### src/rtl/imem_loader_pkg.sv
// Shared definitions for the boot-time instruction-memory loader: state
// encodings, default limits and state-class helpers.
package imem_loader_pkg;

  typedef enum logic [2:0] {
    LEN_HI,
    LEN_LO,
    DATA_HI,
    DATA_LO,
    CHECK,
    DONE,
    ERR
  } state_t;

  localparam int DEF_MAX_WORDS      = 256;
  localparam int DEF_TIMEOUT_CYCLES = 1024;

  // States in which a stream byte may be taken.
  function automatic logic takes_bytes(state_t s);
    return (s == LEN_HI) || (s == LEN_LO) || (s == DATA_HI) ||
           (s == DATA_LO) || (s == CHECK);
  endfunction

  // Once a frame has started, gaps between bytes are policed.
  function automatic logic can_time_out(state_t s);
    return (s == LEN_LO) || (s == DATA_HI) || (s == DATA_LO) || (s == CHECK);
  endfunction

endpackage

### src/rtl/imem_loader_timeout.sv
// Inter-byte idle counter; o_expired fires during the idle cycle that makes
// TIMEOUT_CYCLES consecutive idle cycles. TIMEOUT_CYCLES = 0 disables it.
module loader_timeout #(
  parameter int TIMEOUT_CYCLES = 1024
) (
  input  logic clk,
  input  logic reset,
  input  logic i_clear,
  input  logic i_enable,
  output logic o_expired
);

  localparam int CW = (TIMEOUT_CYCLES > 1) ? $clog2(TIMEOUT_CYCLES) : 1;
  localparam logic [CW-1:0] LAST = CW'((TIMEOUT_CYCLES > 0) ? TIMEOUT_CYCLES - 1 : 0);

  logic [CW-1:0] r_cnt;

  always_ff @(posedge clk) begin
    if (reset || i_clear) begin
      r_cnt <= '0;
    end else if (i_enable && (r_cnt != LAST)) begin
      r_cnt <= r_cnt + 1'b1;
    end
  end

  assign o_expired = (TIMEOUT_CYCLES != 0) && i_enable && (r_cnt == LAST);

endmodule

### src/rtl/imem_loader.sv
// Boot loader: parses a length-prefixed, checksummed byte frame into 16-bit
// big-endian words, writes them to instruction memory, then releases the core.
module imem_loader
  import imem_loader_pkg::*;
#(
  parameter logic [15:0] BASE_ADDR      = 16'h0000,
  parameter int          MAX_WORDS      = DEF_MAX_WORDS,
  parameter int          TIMEOUT_CYCLES = DEF_TIMEOUT_CYCLES
) (
  input  logic        clk,
  input  logic        reset,
  input  logic        byte_valid,
  input  logic [7:0]  byte_data,
  output logic        byte_ready,
  input  logic        reload,
  output logic        imem_we,
  output logic [15:0] imem_addr,
  output logic [15:0] imem_wdata,
  output logic        proc_reset,
  output logic        load_done,
  output logic        load_err,
  output logic [15:0] word_count
);

  localparam logic [31:0] MAXW = 32'(MAX_WORDS);

  state_t      r_state;
  logic [7:0]  r_len_hi;
  logic [15:0] r_len;
  logic [15:0] r_idx;
  logic [7:0]  r_hi;
  logic [7:0]  r_sum;
  logic        r_we;
  logic [15:0] r_addr;
  logic [15:0] r_wdata;
  logic        r_proc_reset;
  logic        r_done;
  logic        r_err;
  logic [15:0] r_wcount;

  logic        w_ready;
  logic        w_accept;
  logic [15:0] w_len;
  logic [15:0] w_idx_next;
  logic        w_to_clear;
  logic        w_to_en;
  logic        w_expired;

  assign w_ready    = !reset && takes_bytes(r_state);
  assign w_accept   = byte_valid && w_ready;
  assign w_len      = {r_len_hi, byte_data};
  assign w_idx_next = r_idx + 16'd1;
  assign w_to_clear = w_accept || !can_time_out(r_state);
  assign w_to_en    = can_time_out(r_state) && !w_accept;

  loader_timeout #(
    .TIMEOUT_CYCLES(TIMEOUT_CYCLES)
  ) u_timeout (
    .clk      (clk),
    .reset    (reset),
    .i_clear  (w_to_clear),
    .i_enable (w_to_en),
    .o_expired(w_expired)
  );

  always_ff @(posedge clk) begin
    if (reset) begin
      r_state      <= LEN_HI;
      r_len_hi     <= '0;
      r_len        <= '0;
      r_idx        <= '0;
      r_hi         <= '0;
      r_sum        <= '0;
      r_we         <= 1'b0;
      r_addr       <= '0;
      r_wdata      <= '0;
      r_proc_reset <= 1'b1;
      r_done       <= 1'b0;
      r_err        <= 1'b0;
      r_wcount     <= '0;
    end else begin
      r_we <= 1'b0;
      if (w_expired) begin
        r_state <= ERR;
        r_err   <= 1'b1;
      end else if (w_accept) begin
        // The checksum byte itself is not part of the running sum.
        if (r_state != CHECK) r_sum <= r_sum + byte_data;
        case (r_state)
          LEN_HI: begin
            r_len_hi <= byte_data;
            r_state  <= LEN_LO;
          end
          LEN_LO: begin
            r_len <= w_len;
            r_idx <= '0;
            if ({16'h0000, w_len} > MAXW) begin
              r_state <= ERR;
              r_err   <= 1'b1;
            end else if (w_len == 16'd0) begin
              r_state <= CHECK;
            end else begin
              r_state <= DATA_HI;
            end
          end
          DATA_HI: begin
            r_hi    <= byte_data;
            r_state <= DATA_LO;
          end
          DATA_LO: begin
            r_we     <= 1'b1;
            r_addr   <= BASE_ADDR + r_idx;
            r_wdata  <= {r_hi, byte_data};
            r_wcount <= w_idx_next;
            r_idx    <= w_idx_next;
            r_state  <= (w_idx_next == r_len) ? CHECK : DATA_HI;
          end
          CHECK: begin
            if (byte_data == r_sum) begin
              r_state      <= DONE;
              r_done       <= 1'b1;
              r_proc_reset <= 1'b0;
            end else begin
              r_state <= ERR;
              r_err   <= 1'b1;
            end
          end
          default: ;
        endcase
      end else if (reload && ((r_state == DONE) || (r_state == ERR))) begin
        r_state      <= LEN_HI;
        r_proc_reset <= 1'b1;
        r_done       <= 1'b0;
        r_err        <= 1'b0;
        r_wcount     <= '0;
        r_sum        <= '0;
        r_idx        <= '0;
      end
    end
  end

  assign byte_ready = w_ready;
  assign imem_we    = r_we;
  assign imem_addr  = r_addr;
  assign imem_wdata = r_wdata;
  assign proc_reset = r_proc_reset;
  assign load_done  = r_done;
  assign load_err   = r_err;
  assign word_count = r_wcount;

endmodule

### config.mk
export PLATFORM = sky130hd
export DESIGN_NAME = imem_loader
export DESIGN_NICKNAME = d
export VERILOG_FILES = /design/src/rtl/imem_loader_pkg.sv /design/src/rtl/imem_loader_timeout.sv /design/src/rtl/imem_loader.sv
export SDC_FILE = /design/constraint.sdc
export NUM_CORES = 1
export LEC_CHECK = 0
export CORE_MARGIN = 8
export CORE_UTILIZATION = 50
export DETAILED_ROUTE_END_ITERATION = 7
export MAX_ROUTING_LAYER = met4
export PLACE_DENSITY = 0.7
export SLEW_MARGIN = 40
export SYNTH_ARGS = -nofsm -noshare
export SYNTH_HDL_FRONTEND = slang
export SYNTH_SLANG_ARGS = --single-unit
### constraint.sdc
create_clock -name clk -period 3.15 [get_ports clk]
set_clock_uncertainty 0.05 [all_clocks]
set_input_delay 0.63 -clock clk [delete_from_list [all_inputs] [get_ports clk]]
set_output_delay 0.63 -clock clk [all_outputs]
set_load 0.05 [all_outputs]
## Yosys cells after proc, flatten, opt, wreduce, memory -nomap -nowiden

Index checks and enable logic that the tools add are counted.

| storage, ports and cells | value |
|---|---|
| logic and storage cells | 108 |
| output and inout bits | 53 |
| register bits after elaboration | 121 |
| input bits | 12 |

| cells by class | value |
|---|---|
| reduce and logical (&&, ||, !) cells | 36 |
| add/subtract/negate cells | 3 |
| magnitude comparators | 1 |
| equality and inequality tests | 21 |
| mux-type cells | 30 |
| bitwise logic cells | 2 |

Operators by type and width:

| cell | number |
|---|---|
| $mux 16 | 4 |
| $pmux 16 s2 | 1 |
| $mux 8 | 3 |
| $reduce_and 3->1 | 7 |
| $mux 3 | 6 |
| $add 16x1->16 const B | 1 |
| $eq 16x16->1 | 1 |
| $gt 16x9->1 const B | 1 |
| $logic_not 16->1 | 1 |
| $pmux 3 s5 | 1 |
| $mux 1 | 13 |
| $add 10x1->10 const B | 1 |
| $eq 10x10->1 const B | 1 |
| $logic_or 1x1->1 | 10 |
| $ne 10x10->1 const B | 1 |
| $eq 3x3->1 const B | 3 |
| $add 8x8->8 | 1 |
| $eq 8x8->1 | 1 |
| $ne 2x1->1 const B | 4 |
| $reduce_and 4->1 | 2 |
| $ne 7x1->1 const B | 1 |
| $eq 3x2->1 const B | 2 |
| $logic_and 1x1->1 | 6 |
| $ne 6x1->1 const B | 1 |
| 16 further kinds | 20 |

## Logic depth before layout (Yosys ltp)

| depth | value |
|---|---|
| depth in word-level cells | 12 |
| depth in mapped cells | 11 |
| mapped depth without buffers | 9 |

## Cells and area by module

Synthesis repeated with hierarchy kept, for this count alone.

| unflattened totals | value |
|---|---|
| cell total of the unflattened synthesis | 726 |
| area, all modules | 5805.6 um2 |

By module, submodules not included:

| module | seq. area each (um2) | instances | area each (um2) | cells an instance |
|---|---|---|---|---|
| imem_loader | 2222.1 | 1 | 5276.3 | 667 |
| loader_timeout | 200.2 | 1 | 529.3 | 59 |

## Worst setup path before layout

OpenSTA, ideal clock, no wires.

| timing | value |
|---|---|
| path type | input -> output |
| start | in reset |
| end | out byte_ready |
| required time | 2470 ps |
| slack | 619 ps |
| stages on the path | 4 |
| buffers on the path | 3 |
| arrival time | 1851 ps |
| cells stage by stage | buf_2 > clkbuf_1 > buf_1 > nor2_1 |

| on the way | value |
|---|---|
| word-level cells in the longest chain between the ends | 2 |

RTL lines:

| item | RTL line | source |
|---|---|---|
| from (decl) | imem_loader.sv:11 | `input logic reset,` |
| $logic_not 1->1 | imem_loader.sv:49 | `assign w_ready = !reset && takes_bytes(r_state);` |
| $logic_and 1x1->1 | imem_loader.sv:49 |  |
| to (decl) | imem_loader.sv:14 | `output logic byte_ready,` |

Every way passes these cells.

## Final worst setup path

| timing | value |
|---|---|
| start | reg r_idx[0] |
| end | reg r_state[1] |

| on the way | value |
|---|---|
| word-level cells in the longest chain between the ends | 6 |

RTL lines:

| item | RTL line | source |
|---|---|---|
| from (decl) | imem_loader.sv:30 | `logic [15:0] r_idx;` |
| from (signal assigned) | imem_loader.sv:115 | `r_idx <= w_idx_next;` |
| $add 16x1->16 | imem_loader.sv:52 | `assign w_idx_next = r_idx + 16'd1;` |
| $eq 16x16->1 | imem_loader.sv:116 | `r_state <= (w_idx_next == r_len) ? CHECK : DATA_HI;` |
| $mux 3 | imem_loader.sv:116 |  |
| $pmux 3 s5 | imem_loader.sv:89 | `case (r_state)` |
| $mux 3 | imem_loader.sv:86 | `end else if (w_accept) begin` |
| $mux 3 | imem_loader.sv:83 | `if (w_expired) begin` |
| to (signal assigned) | imem_loader.sv:116 |  |
| to (decl) | imem_loader.sv:27 | `state_t r_state;` |

Every way passes these cells.
A chain may end at the register's enable or synchronous reset.

==> key figures <==
Run status
  • Status: completed

Synth
  • Count leader, synth: dfxtp_1
  • Synth cell count leaders: dfxtp_1 (121), nand2_1 (115), nor2_1 (97)
  • Sequential area share after synthesis: 42.63%
  • Leading area contributor after synthesis: dfxtp_1
  • Ys flop type: dfxtp_1
  • Yosys warns: 0
  • Synth unique cells: 57
  • Cells after synthesis: between 600 and 700
  • Syn_area_per_cell: 8.152 sq um
  • Ys async rst share: 0%
  • Mapped Area: between 5000 and 6000 sq um
  • Synth Net Count: 719
  • Number of synthesized flops with an enable pin: 0
  • Top area cells in the synthesized netlist: dfxtp_1 (43%), nand2_1 (7.6%), a21oi_1 (6.7%)
  • Synthesis-stage register bit count: 121
  • Share of the synthesized area in the top cell type: 42.63%

Power and ir drop
  • Clk pwr share: 54.1%
  • Switching power: 830.7 uW
  • Switching part of the total: 20.82%
  • P_int: 3.159 mW
  • Comb pwr share: 6.2%
  • Reg power frac: 39.6%
  • LEAKAGE: roughly 2.5 nW
  • Power per cell area: between 500 and 600 nW/um^2
  • VDD IR max: 0.3235 mV

Worst setup path
  • Startpoint class of the critical path: flop
  • WP data required: 3400 ps
  • Crit path kind: reg -> reg
  • FF-to-FF setup slack: 200 ps
  • Crit path DAT: 3210 ps
  • Critical Path Fanout Max: 12
  • Worst setup EP type: flop

Placed design
  • RePlAce Congestion: ~0.87
  • Number of port buffers: 64
  • Placed cell area: 6430 sq um
  • Hpwl dp: 9876 um

Timing
  • RSZ-0062 raised after global routing: false
  • Actual slew at the worst max-slew pin: 681.0 ps
  • Fin crit share: 93.80%
  • Final min period: 2955 ps
  • Final setup violation count: 0
  • Final hold violations: 0
  • Slew HR: between 50% and 60%
  • Fmax: 0.3385 GHz
  • TNS Setup: 0 ps
  • Max Slew Vio Count: 0

Clock network
  • Root Buffer: clkbuf_16
  • CTS buffer count: 17
  • # clock sinks: 121
  • Worst-Skew Late Latency: 410 ps
  • Reg clk slew, reported paths: 50 ps
  • Hold buffers post-CTS: 0
  • CTS tree: yes
  • Bufs on Longest Clock Path: 2
  • H-tree depth: 4

Flow run
  • Max Cap Viol: 0

Route
  • Via density: 5.481
  • Routed Wire Length: 14060 um
  • Post-route ant nets: 0
  • Drt first pass iters: 4
  • WL/cell: 15.45 um
  • Post-route DRC: 0
  • Initial drt markers: 380
  • DR vias: 4988

Cells and area
  • Final net count: 776
  • Diode count: 0
  • Synthesis-to-finish area growth: 24.93%
  • Post-route design area: between 7000 and 8000 sq um
  • Layout cells sized above 1: roughly 8.5%
  • Filler cell count: 993

Floorplan
  • Die height: 122.6 um
  • Rows: 39
  • Die Span X: 122.6 um
  • Core area: 11270 sq um
  • DIE AREA: 15030 sq um
  • # IOs: 65
  • Initial Util: 50.41%

GRT
  • Total grt overflow: 0
  • Total GRT Usage: 19.93%
  • Largest net degree at the start of global routing: 67
  • Initial antenna violation count: 0
  • Vias in the first global route: approximately 4700
  • Global-route wire length before repair: 23200 um

Worst hold path
  • HP Class: reg -> reg
-- power groups by stage --
stage	Sequential [mW]	Clock (mW)	Combinational, mW
final	1.58	2.16	0.248
after global placement	1.61	0	0.242
after floorplan	1.60	0	0.169
after detailed placement	1.61	0	0.246
after global routing	1.58	2.25	0.275
after CTS	1.58	2.19	0.248
-- cell usage in the layout (no fill, tap or decap), types with 3 or more instances in the layout --
| cell | synthesis | layout |
|---|---|---|
| nand3b_1 | 7 | 7 |
| a31oi_1 | 3 | 3 |
| nand3_1 | 14 | 13 |
| nor3b_1 | 3 | 3 |
| and3_1 | 6 | 6 |
| a21oi_1 | 76 | 76 |
| o21ai_0 | 27 | 27 |
| nand2b_1 | 5 | 5 |
| xor2_1 | 15 | 15 |
| mux2i_1 | 26 | 26 |
| or3_1 | 3 | 3 |
| nor2_1 | 97 | 97 |
| bufinv_16 | 0 | 5 |
| dfxtp_1 | 121 | 121 |
| clkdlybuf4s50_1 | 0 | 63 |
| ha_1 | 9 | 8 |
| inv_1 | 9 | 9 |
| xnor2_1 | 28 | 28 |
| nand2_1 | 115 | 115 |
| nor2_2 | 3 | 3 |
| buf_4 | 2 | 20 |
| a22oi_1 | 15 | 15 |
| o21a_1 | 4 | 4 |
| nor3_1 | 20 | 20 |
| clkbuf_16 | 0 | 17 |
| clkbuf_1 | 24 | 3 |
| nand4_1 | 5 | 5 |
| nor4_1 | 7 | 7 |
| clkbuf_8 | 1 | 5 |
-- stage by stage --
stage	utilization (%)	setup slack (ps)	hold slack (ps)	power [mW]	instances
4_1_cts	62.95	138.7	399.0	4.016	910
6_report	62.97	195.4	394.3	3.989	910
3_5_place_dp	57.04	182.1	388.4	1.858	878
2_1_floorplan	-	618.5	378.5	1.772	697
3_3_place_gp	57.04	214.2	388.4	1.853	878
5_1_grt	62.97	17.59	420.8	4.113	910
-- logic make-up (layout without fill, tap and decap cells) --
group / Yosys count / after routing / synth area share [%]
and+or+nand+nor: 297 / 297 / 23.87
AOI/OAI and AO/OA: 144 / 144 / 14.73
DFF: 121 / 121 / 42.63
buffers and inverters: 55 / 125 / 4.756
xor gates and xnor gates: 44 / 44 / 7.091
muxes: 26 / 26 / 4.580
adders and majority gates: 10 / 10 / 2.334
-- layout make-up --
class                      count  area (sq um)  share of cell area (%)
timing repair buffer          84         800.8                   11.28
clock buffer                  25         505.5                   7.121
sequential                   121          2422                   34.13
inverter                       9         33.78                  0.4759
multi-input combinational    521          2997                   42.22
clock inverter                 7         160.2                   2.256
tap                          143         178.9                   2.521
-- path summary, 6_finish.rpt --
check                           startpoint          to  cells after the start
worst max-delay path              r_idx[0]  r_state[1]                      8
worst max register to register    r_idx[0]  r_state[1]                      8
worst min register to register  proc_reset  proc_reset                      2
worst min-delay path            proc_reset  proc_reset                      2
-- flip-flops by register name (all words and copies together), names as in the netlist, 3 cells and up --
name and flops:
r_sum 8, r_state 3, imem_addr 16, r_hi 8
r_len_hi 8, r_len 16, word_count 16, u_timeout.r_cnt 10
imem_wdata 16, r_idx 16
-- metal layers --
layer  vias to the layer above  global-route usage, %  part of all wire, %
met2                       124                  31.26                   48
met4                         0                  7.388                  1.5
met3                        20                  4.646                  6.3
met1                      2339                  24.55                   44
met5                         -                      -                    0
li1                       2505                      -                    -
-- what timing repair did --
item / in CTS / in global routing
gates resized for setup: 0 / 1
endpoints found under the setup margin: 0 / 2
setup buffers: 0 / 0
-- critical path, stage by stage (launching register included) --
cell	delay [ps]
dfxtp_1	490
ha_2	330
nand3_2	260
or4_1	610
xor2_1	270
xor2_1	170
o2111a_1	220
nand4_1	170
a31o_1	270
Power figures use the tool's default switching activity.
